File: src/rtl/ifm_pkg.sv
// Shared codes and types for the IFM window-buffer sequencer: move/mode encodings,
// FSM states, and the mapping from a fetch index to its destination byte slot.
package ifm_pkg;

   localparam logic [1:0] MODE_OFF    = 2'b00;
   localparam logic [1:0] MODE_CONVOL = 2'b01;
   localparam logic [1:0] MODE_FULLY  = 2'b10;
   localparam logic [1:0] MODE_POOL   = 2'b11;

   typedef enum logic [2:0] {
      MV_RIGHT = 3'b001,
      MV_DOWN  = 3'b010,
      MV_LEFT  = 3'b100,
      MV_NONE  = 3'b101,
      MV_ALL   = 3'b111
   } move_t;

   typedef enum logic [2:0] {
      ST_IDLE,
      ST_FETCH,
      ST_ISSUE,
      ST_WAIT,
      ST_DONE
   } state_t;

   // word selects ifm_input[word]; lane 0 is the most significant pixel byte
   typedef struct packed {
      logic [1:0] word;
      logic [1:0] lane;
   } slot_t;

   function automatic slot_t slot_of(input move_t mv, input logic [3:0] idx);
      slot_t s;
      s = '{2'd0, idx[1:0]};
      case (mv)
         MV_ALL: begin
            case (idx)
               4'd0:    s = '{2'd0, 2'd0};
               4'd1:    s = '{2'd0, 2'd1};
               4'd2:    s = '{2'd0, 2'd2};
               4'd3:    s = '{2'd1, 2'd0};
               4'd4:    s = '{2'd1, 2'd1};
               4'd5:    s = '{2'd1, 2'd2};
               4'd6:    s = '{2'd2, 2'd0};
               4'd7:    s = '{2'd2, 2'd1};
               default: s = '{2'd2, 2'd2};
            endcase
         end
         MV_DOWN: s = '{2'd1, idx[1:0]};
         MV_LEFT: s = '{2'd2, idx[1:0]};
         default: s = '{2'd0, idx[1:0]};
      endcase
      return s;
   endfunction

endpackage

File: src/rtl/ifm_fetch_unit.sv
// Issues the back-to-back SRAM reads for one window move and packs the returned
// pixels into the three 24-bit-wide buffer words, one cycle behind the reads.
module ifm_fetch_unit
   import ifm_pkg::*;
#(
   parameter int IMG_W  = 8,
   parameter int ADDR_W = 12
) (
   input  logic              clk,
   input  logic              rst,
   input  logic              go,
   input  move_t             go_move,
   input  logic [7:0]        go_row,
   input  logic [7:0]        go_col,
   output logic              mem_rd_en,
   output logic [ADDR_W-1:0] mem_addr,
   input  logic [7:0]        mem_rdata,
   output logic [2:0][31:0]  ifm_input,
   output logic              last_cap
);

   move_t       mv;
   logic [7:0]  base_col;
   logic [7:0]  rd_row, rd_col;
   logic [3:0]  rd_cnt;
   logic        cap_en;
   logic [3:0]  cap_cnt;
   logic [3:0]  last_idx;
   logic [7:0]  nxt_row, nxt_col;
   logic [3:0]  nxt_cnt;
   logic        nxt_en;
   logic [ADDR_W-1:0] nxt_addr;
   slot_t       cap_slot;

   assign last_idx = (mv == MV_ALL) ? 4'd8 : 4'd2;
   assign last_cap = cap_en && (cap_cnt == last_idx);
   assign cap_slot = slot_of(mv, cap_cnt);
   assign nxt_addr = ADDR_W'(32'(nxt_row) * IMG_W + 32'(nxt_col));

   // rd_row/rd_col track the pixel being read; ALL walks row-major inside the window
   always_comb begin
      nxt_row = rd_row;
      nxt_col = rd_col;
      nxt_cnt = rd_cnt;
      nxt_en  = mem_rd_en;
      if (go) begin
         nxt_en  = 1'b1;
         nxt_cnt = 4'd0;
         nxt_row = go_row;
         nxt_col = go_col;
         case (go_move)
            MV_RIGHT: nxt_col = go_col + 8'd3;
            MV_DOWN:  nxt_row = go_row + 8'd3;
            MV_LEFT:  nxt_col = go_col - 8'd1;
            default:  ;
         endcase
      end else if (mem_rd_en) begin
         if (rd_cnt == last_idx) begin
            nxt_en = 1'b0;
         end else begin
            nxt_cnt = rd_cnt + 4'd1;
            case (mv)
               MV_ALL: begin
                  if (rd_col == base_col + 8'd2) begin
                     nxt_col = base_col;
                     nxt_row = rd_row + 8'd1;
                  end else begin
                     nxt_col = rd_col + 8'd1;
                  end
               end
               MV_DOWN: nxt_col = rd_col + 8'd1;
               default: nxt_row = rd_row + 8'd1;
            endcase
         end
      end
   end

   always_ff @(posedge clk) begin
      if (rst) begin
         mv        <= MV_NONE;
         base_col  <= 8'd0;
         rd_row    <= 8'd0;
         rd_col    <= 8'd0;
         rd_cnt    <= 4'd0;
         mem_rd_en <= 1'b0;
         mem_addr  <= '0;
         cap_en    <= 1'b0;
         cap_cnt   <= 4'd0;
         ifm_input <= '0;
      end else begin
         if (go) begin
            mv       <= go_move;
            base_col <= go_col;
         end
         rd_row    <= nxt_row;
         rd_col    <= nxt_col;
         rd_cnt    <= nxt_cnt;
         mem_rd_en <= nxt_en;
         mem_addr  <= nxt_addr;
         // data returns one cycle after its strobe, so capture trails the read counter
         cap_en    <= mem_rd_en;
         cap_cnt   <= rd_cnt;
         if (cap_en) begin
            case (cap_slot.lane)
               2'd0:    ifm_input[cap_slot.word][23:16] <= mem_rdata;
               2'd1:    ifm_input[cap_slot.word][15:8]  <= mem_rdata;
               default: ifm_input[cap_slot.word][7:0]   <= mem_rdata;
            endcase
         end
      end
   end

endmodule

File: src/rtl/ifm_scan_ctrl.sv
// Serpentine 3x3 window scan over the feature map: owns the FSM, window position and
// band direction, and hands each move to the fetch unit before issuing the command.
module ifm_scan_ctrl
   import ifm_pkg::*;
#(
   parameter int IMG_W  = 8,
   parameter int IMG_H  = 8,
   parameter int ADDR_W = 12
) (
   input  logic              clk,
   input  logic              rst,
   input  logic              start,
   output logic              mem_rd_en,
   output logic [ADDR_W-1:0] mem_addr,
   input  logic [7:0]        mem_rdata,
   output logic [1:0]        ifm_mode,
   output logic [2:0]        ifm_read,
   output logic [2:0][31:0]  ifm_input,
   output logic              win_valid,
   input  logic              pe_ready,
   output logic [7:0]        win_row,
   output logic [7:0]        win_col,
   output logic              busy,
   output logic              done
);

   generate
      if (IMG_W < 3 || IMG_H < 3) begin : g_size_check
         $error("ifm_scan_ctrl: IMG_W and IMG_H must both be at least 3");
      end
   endgenerate

   localparam logic [7:0] COL_END = 8'(IMG_W - 3);
   localparam logic [7:0] ROW_END = 8'(IMG_H - 3);

   state_t     state, state_nxt;
   move_t      cur_move, go_move, step_move;
   logic       dir;
   logic       go, last_cap, band_end, last_win;
   logic [7:0] go_row, go_col;

   always_comb begin
      band_end  = dir ? (win_col == 8'd0) : (win_col == COL_END);
      last_win  = band_end && (win_row == ROW_END);
      step_move = band_end ? MV_DOWN : (dir ? MV_LEFT : MV_RIGHT);
      state_nxt = state;
      go        = 1'b0;
      go_move   = MV_ALL;
      go_row    = 8'd0;
      go_col    = 8'd0;
      case (state)
         ST_IDLE: begin
            if (start) begin
               state_nxt = ST_FETCH;
               go        = 1'b1;
            end
         end
         ST_FETCH: if (last_cap) state_nxt = ST_ISSUE;
         ST_ISSUE: state_nxt = ST_WAIT;
         ST_WAIT: begin
            if (pe_ready) begin
               if (last_win) begin
                  state_nxt = ST_DONE;
               end else begin
                  state_nxt = ST_FETCH;
                  go        = 1'b1;
                  go_move   = step_move;
                  go_row    = win_row;
                  go_col    = win_col;
               end
            end
         end
         ST_DONE: state_nxt = ST_IDLE;
         default: state_nxt = ST_IDLE;
      endcase
   end

   always_ff @(posedge clk) begin
      if (rst) begin
         state    <= ST_IDLE;
         cur_move <= MV_ALL;
         dir      <= 1'b0;
         win_row  <= 8'd0;
         win_col  <= 8'd0;
      end else begin
         state <= state_nxt;
         if (go) cur_move <= go_move;
         // the position moves only once the new pixels are in the buffer
         if (state == ST_FETCH && last_cap) begin
            case (cur_move)
               MV_ALL: begin
                  win_row <= 8'd0;
                  win_col <= 8'd0;
                  dir     <= 1'b0;
               end
               MV_RIGHT: win_col <= win_col + 8'd1;
               MV_LEFT:  win_col <= win_col - 8'd1;
               MV_DOWN: begin
                  win_row <= win_row + 8'd1;
                  dir     <= ~dir;
               end
               default: ;
            endcase
         end
      end
   end

   assign busy      = (state != ST_IDLE);
   assign done      = (state == ST_DONE);
   assign win_valid = (state == ST_WAIT);
   assign ifm_read  = (state == ST_ISSUE) ? cur_move : MV_NONE;
   assign ifm_mode  = busy ? MODE_CONVOL : MODE_OFF;

   ifm_fetch_unit #(
      .IMG_W (IMG_W),
      .ADDR_W(ADDR_W)
   ) u_fetch (
      .clk      (clk),
      .rst      (rst),
      .go       (go),
      .go_move  (go_move),
      .go_row   (go_row),
      .go_col   (go_col),
      .mem_rd_en(mem_rd_en),
      .mem_addr (mem_addr),
      .mem_rdata(mem_rdata),
      .ifm_input(ifm_input),
      .last_cap (last_cap)
   );

endmodule

File: config.mk
export PLATFORM = sky130hd
export DESIGN_NAME = ifm_scan_ctrl
export DESIGN_NICKNAME = d
export VERILOG_FILES = /design/src/rtl/ifm_pkg.sv /design/src/rtl/ifm_fetch_unit.sv /design/src/rtl/ifm_scan_ctrl.sv
export SDC_FILE = /design/constraint.sdc
export NUM_CORES = 1
export LEC_CHECK = 0
export BUFFER_PORTS_ARGS = -buffer_cell sky130_fd_sc_hd__buf_2
export CORE_MARGIN = 1.5
export CORE_UTILIZATION = 60
export DETAILED_ROUTE_END_ITERATION = 16
export HOLD_SLACK_MARGIN = 0.15
export PLACE_DENSITY = 0.86
export SYNTH_ARGS = -nofsm -noshare
export SYNTH_HDL_FRONTEND = slang
export SYNTH_SLANG_ARGS = --single-unit
export TNS_END_PERCENT = 5
File: constraint.sdc
create_clock -name clk -period 6.9 [get_ports clk]
set_input_delay 0.345 -clock clk [delete_from_list [all_inputs] [get_ports clk]]
set_output_delay 0.345 -clock clk [all_outputs]
set_load 0.02 [all_outputs]
---- Word-level counts from Yosys, hierarchy flattened ----
Memories as Yosys holds them, arrays and structs flattened. A register that Yosys moved wholly into a read port is not among the register bits.
Cells that the tools add are included.
cells by class
  multiplexer cells ....................... 55
  bitwise gates (word level) .............. 2
  equal/unequal tests ..................... 23
  reductions and logical operators ........ 15
  $add $sub $neg .......................... 11
  $lt $le $gt $ge ......................... 2
operators with widths
  cell                                                                    number
  96-bit bitwise mux                                                      3
  32-bit demux with 2-bit select                                          3
  96-bit one-hot mux with 2 select lines                                  1
  8-bit 2-to-1 mux                                                        16
  8-bit one-hot mux with 2 select lines                                   4
  3-bit 2-to-1 mux                                                        11
  8-bit by 1-bit adder with 8-bit output (second input constant)          4
  8-bit by 2-bit adder with 8-bit output (second input constant)          3
  24-bit 2-to-1 mux                                                       1
  8-bit one-hot mux with 3 select lines                                   1
  3-bit equality test (second input constant)                             6
  8-bit by 3-bit equality test with 1-bit output (second input constant)  2
  16-bit 2-to-1 mux                                                       1
  8-bit by 1-bit subtractor with 8-bit output (second input constant)     2
  3-bit by 2-bit equality test with 1-bit output (second input constant)  5
  11-bit by 8-bit adder with 12-bit output                                1
  3-bit one-hot mux with 4 select lines                                   1
  4-bit one-hot mux with 3 select lines                                   1
  3-bit by 1-bit equality test with 1-bit output (second input constant)  3
  4-bit equality test                                                     2
  8-bit equality test                                                     1
  8-bit logical NOT                                                       1
  1-bit 2-to-1 mux                                                        8
  4-bit 2-to-1 mux                                                        2
  16 further kinds                                                        25
storage, ports and cells
  flip-flop bits (word level) ............. 168
  bits in read-only memories .............. 32
  word-level logic and storage cells ...... 126
  memories kept ........................... 1
  output and inout port bits .............. 133
memory list
  memory            words  bits a word  read ports  clocked after Yosys merged registers in  wr ports  RTL line       source
  (name not given)  8      4            1           1                                        0         ifm_pkg.sv:37  case (idx)

---- Depth between registers and ports, before layout ----
  depth in word-level cells ............... 10
  depth in mapped cells ................... 21

---- Modules after synthesis ----
Synthesis repeated with hierarchy kept, for this count alone.
unflattened totals
  cells, all modules ...................... 914
  area total of the unflattened synthesis .. 8,224.1 um^2
by module, submodules not included
  module          seq. area each (um^2)  area each (um^2)  instances  cells each
  ifm_fetch_unit  2,922.8                6,581.3           1          709
  ifm_scan_ctrl   460.4                  1,642.8           1          205

---- Worst setup path before layout ----
OpenSTA, ideal clock, no wires.
  kind .................................... reg2reg
  start point ............................. register win_col[0]
  end point ............................... register u_fetch.mem_addr[10]
  library setup time ...................... 69 ps
  arrival ................................. 4,335 ps
  setup slack ............................. 2,496 ps
  cell stages (with the launch flop) ...... 21
  cell sequence ........................... dfxtp_1 -> buf_2 -> and3b_1 -> o2111ai_2 -> o21a_1 -> clkbuf_1 -> and2_1 -> ha_1 -> o21a_1 -> nor2_1 -> xnor2_1 -> a222oi_1 -> inv_1 -> ha_1 -> a21o_1 -> a21oi_1 -> nor2b_1 -> o21ai_0 -> nand2b_1 -> a311o_1 -> o21ai_1
on the way
  word-level cells in the longest chain between the ends .. 10
RTL lines
  element                                                                                                RTL line                                    source
  start, declared                                                                                        ifm_scan_ctrl.sv:22                         output logic [7:0] win_col,
  start signal, assigned                                                                                 ifm_scan_ctrl.sv:96                         MV_RIGHT: win_col <= win_col + 8'd1;
  start signal, assigned                                                                                 ifm_scan_ctrl.sv:97                         MV_LEFT: win_col <= win_col - 8'd1;
  8-bit by 3-bit equality test with 1-bit output or 8-bit logical NOT (tied branches)                    ifm_scan_ctrl.sv:43                         band_end = dir ? (win_col == 8'd0) : (win_col == COL_END);
  1-bit 2-to-1 mux *                                                                                     ifm_scan_ctrl.sv:43
  1-bit logical AND *                                                                                    ifm_scan_ctrl.sv:44                         last_win = band_end && (win_row == ROW_END);
  8-bit 2-to-1 mux *                                                                                     ifm_scan_ctrl.sv:62                         if (last_win) begin
  8-bit 2-to-1 mux *                                                                                     ifm_scan_ctrl.sv:61                         if (pe_ready) begin
  8-bit 2-to-1 mux *                                                                                     ifm_scan_ctrl.sv:51                         case (state)
  via go_col[3]                                                                                          ifm_scan_ctrl.sv:40                         logic [7:0] go_row, go_col;
  8-bit by 1-bit subtractor with 8-bit output or 8-bit by 2-bit adder with 8-bit output (tied branches)  ifm_fetch_unit.sv:54, ifm_fetch_unit.sv:52
  8-bit one-hot mux with 2 select lines *                                                                ifm_fetch_unit.sv:51                        case (go_move)
  8-bit 2-to-1 mux *                                                                                     ifm_fetch_unit.sv:46                        if (go) begin
  via u_fetch.nxt_col[4]                                                                                 ifm_fetch_unit.sv:29                        logic [7:0] nxt_row, nxt_col;
  11-bit by 8-bit adder with 12-bit output *                                                             ifm_fetch_unit.sv:38                        assign nxt_addr = ADDR_W'(32'(nxt_row) * IMG_W + 32'(nxt_col));
  end signal, assigned                                                                                   ifm_fetch_unit.sv:99                        mem_addr <= nxt_addr;
  end, declared                                                                                          ifm_fetch_unit.sv:16                        output logic [ADDR_W-1:0] mem_addr,
The timed path passes the listed nets; every way through them passes the cells marked *.
A chain may end at the register's enable or synchronous reset.

---- Worst setup path in the final report ----
  start point ............................. register win_col[3]
  end point ............................... register u_fetch.mem_addr[10]
Same word-level chain as after synthesis.

==> flow_summary.yaml <==
global_routing:
  grt_pass1_wl_um: 32000
  grt_pass1_vias: 6372
  antenna_found_initial: 0
  overflow: 0
  grt_max_degree: 83
  grt_usage_pct: 28.6
cells_and_area:
  fillers: 940
  drive_above_1_share_pct: 19.6
  n_antenna_cell: 0
  syn2layout_area_growth_pct: 16.6
  fin_area_sq_um: 9240
  final_nets: 1038
routing:
  drt-pass1-iter-count: 5
  drc_errors: 0
  ant_nets: 0
  routed_wl_um: 19900
  routed_via_density: 5.77
  vias: 6826
  drt_iter0_markers: 695
  wl_per_cell_um: 16.9
sta:
  maxSlewViolCount: 0
  max_slew.worst_pin.slew_ns: 0.968
  rsz0062_at_grt: "no"
  finalHoldViolCount: 0
  post-route-worst-setup-slack_ns: 1.91
  skew_ns: 0.00737
  max_slew_margin_pct: 35.2
  finalCritPeriodShare_pct: 72.3
  fin_crit_ns: 4.99
  fin_tns_setup_ns: 0
  finalSetupViolations: 0
  hold_ws_ns: 0.269
  clock.fmax_mhz: 200
die:
  die_h_um: 118
  die_x_um: 118
  fp-row-count: 41
  start_util_pct: 62.0
  die_area_sq_um: 13900
  io_pins: 145
  core_area_sq_um: 12800
setup_path:
  critPathLaunchType: "flip-flop"
  crit_arrival_ns: 5.35
  path_class: "flip-flop to flip-flop"
  cp-end-kind: "flip-flop"
  cpMaxStageDelayCell: "a222oi_1"
  cp.required_ns: 7.26
  worst_path_largest_cell_delay_ns: 0.60
  rrSetupSlack_ns: 1.91
  worstPathMaxFanout: 15
  crit_chain: "nor4_1, o2111ai_2, o21a_1, and2_1, ha_1, nor2b_1, o21a_1, nor2_1, xnor2_1, a222oi_1, inv_1, ha_1, a21o_1, a21oi_1, nor2b_1, o21ai_0, nand2b_1, a311o_1, o21ai_1"
synth:
  synthSimpleGateAreaFrac_pct: 21.4
  async_reset_ff_share_pct: 0
  netlist_area_sq_um: 7920
  synth_seq_cells: 167
  ys_types: 75
  synth_fa_ha_area_share_pct: 4.90
  synth_mux_area_share_pct: 10.3
  synth_ff_type: "dfxtp_1"
  syn-num-nets: 924
  avgSynthCellArea_sq_um: 8.97
  netlist_instances: 883
  synth-edff-count: 0
  synth_compound_area_share_pct: 12.3
  yosysSeqAreaShare_pct: 42.2
  yosysWarningCount: 0
  synth_top_family_by_area: "simple AND/OR/NAND/NOR gates"
  synthXorXnorAreaFrac_pct: 4.86
placed_design:
  place_area_sq_um: 8650
  globalplace.congestion: 0.939
  hpwl_um: 13900
  dp_slack_ns: 1.97
  port_buffers: 143
flow_run:
  drv_cap: 0
clock_network:
  cts_hold_buf: 0
  cts.htree.levels: 4
  clock_tree.buffer_depth: 2
  path_clk_slew_ns: 0.07
  cts_resized: 0
  cts_buffers: 17
  cts_tree: "yes"
  post-cts-setup-buffers: 0
  root_buffer: "clkbuf_16"
  cts_sinks: 167
  clock_latency_ns: 0.43
power:
  power.leakage_nw: 4.09
  cellPowerDensity_nw_per_um2: 216
  ir_drop_v: 0.000196
hold_path:
  hold_class: "input pin to flip-flop"
status:
  status: "finished, final reports clean"
## worst paths after layout
check / from / end / cells after the start
worst min register to register: u_fetch.ifm_input[24] / u_fetch.ifm_input[24] / 1
worst max register to register: win_col[3] / u_fetch.mem_addr[10] / 19
worst min-delay path: start / state[0] / 3
worst max-delay path: win_col[3] / u_fetch.mem_addr[10] / 19
## state kept, by name, summed over array words and instances, names as in the netlist, named ones only
register and cells:
u_fetch.ifm_input 96, u_fetch.mem_addr 12, u_fetch.base_col 8, u_fetch.rd_row 8
win_col 8, win_row 8, u_fetch.rd_col 5, u_fetch.cap_cnt 4
u_fetch.rd_cnt 4, cur_move 3, state 3, dir 1
u_fetch.cap_en 1, u_fetch.mem_rd_en 1, u_fetch.mv 1
## area by class of cell
type                            instances  area (sq um)  area share [%]
Clock buffer                           17           425            4.60
Clock inverter                         15           159            1.72
Inverter                               21          78.8           0.853
Multi-Input combinational cell        642          4260            46.1
Sequential cell                       167          3340            36.2
Tap cell                              172           215            2.33
Timing Repair Buffer                  148           756            8.18
## worst max-delay path: cells and delay by family, from the launching register on
family                   cells  cell delay, ns
AND/OR/NAND/NOR              6            1.29
AO/OA/AOI/OAI                9            2.45
buffers and inverters        1            0.10
flip-flops                   1            0.35
adder cells (fa/ha/maj)      2            0.62
XOR/XNOR                     1            0.11
## cell usage in the layout, fill, tap and decap left out, drive strengths merged, types with 3 or more instances in the layout
cell	n
and3	6
o31ai	5
inv	27
nor2b	42
a21oi	41
buf	148
o211ai	9
o21a	3
a221o	3
xnor2	30
o22ai	6
clkinv	6
nor3	26
o21bai	5
nor2	149
a21o	4
ha	27
o21ai	24
a22oi	8
a31oi	7
nand3b	3
clkinvlp	3
and2	22
nand3	19
nand2	41
mux2i	78
clkbuf	17
dfxtp	167
nor4	7
nand4	8
nand4b	3
mux2	3
nand2b	10
xor2	14
nor3b	5
## synthesized netlist by cell type, drive strengths merged, types with 3 or more instances
| library cell | number | area share (%) |
|---|---|---|
| o21ai | 24 | 1.6 |
| a31oi | 7 | 0.63 |
| and2 | 22 | 1.7 |
| nor3 | 26 | 1.8 |
| o211ai | 9 | 0.92 |
| nand2b | 10 | 0.79 |
| ha | 27 | 4.3 |
| xor2 | 14 | 1.5 |
| a21oi | 41 | 2.6 |
| o21bai | 5 | 0.47 |
| o31ai | 5 | 0.54 |
| a221o | 3 | 0.38 |
| inv | 21 | 1.0 |
| nor2 | 149 | 7.1 |
| xnor2 | 30 | 3.3 |
| o22ai | 6 | 0.55 |
| dfxtp | 167 | 42 |
| mux2 | 3 | 0.43 |
| nand3b | 3 | 0.28 |
| nor2b | 42 | 3.3 |
| clkbuf | 30 | 1.4 |
| a21o | 4 | 0.38 |
| a22oi | 8 | 0.93 |
| nor4 | 7 | 0.55 |
| o21a | 3 | 0.28 |
| nor3b | 5 | 0.47 |
| nand2 | 41 | 1.9 |
| nand4 | 8 | 0.63 |
| and3 | 6 | 0.47 |
| nand4b | 3 | 0.33 |
| nand3 | 19 | 1.3 |
| mux2i | 78 | 9.9 |
| buf | 23 | 1.6 |
## per-layer routing
layer  vias up  track usage (%)  part of all wire [%]
li1       3277                -                     -
met1      3205             37.5                    42
met2       295             45.2                    47
met3        49             7.46                   8.1
met4         0             10.7                   2.7
met5         -                0                     0
## metrics by stage
step / utilization (%) / power, W / cells
3_5_place_dp: 67.8 / 0.00109 / 1150
5_1_grt: 72.3 / 0.00205 / 1182
2_1_floorplan: - / 0.00107 / 883
6_report: 72.3 / 0.00199 / 1182
4_1_cts: 72.3 / 0.00200 / 1182
3_3_place_gp: 67.8 / 0.00109 / 1150
## report_power, final
| group | switching [W] | internal [W] | total, W |
|---|---|---|---|
| clock network | 0.000438 | 0.000481 | 0.000919 |
| logic | 0.0000680 | 0.0000276 | 0.0000956 |
| registers | 0.00000869 | 0.000971 | 0.000980 |
| total | 0.000515 | 0.00148 | 0.00199 |
## cells by family after synthesis
logic type,after synthesis
xor gates and xnor gates,44
buffers and inverters,74
and+or+nand+nor,348
muxes,81
AOI/OAI and AO/OA,138
other,1
DFF,167
adders and majority gates,30
No activity file was read; power rests on OpenSTA's default activity.
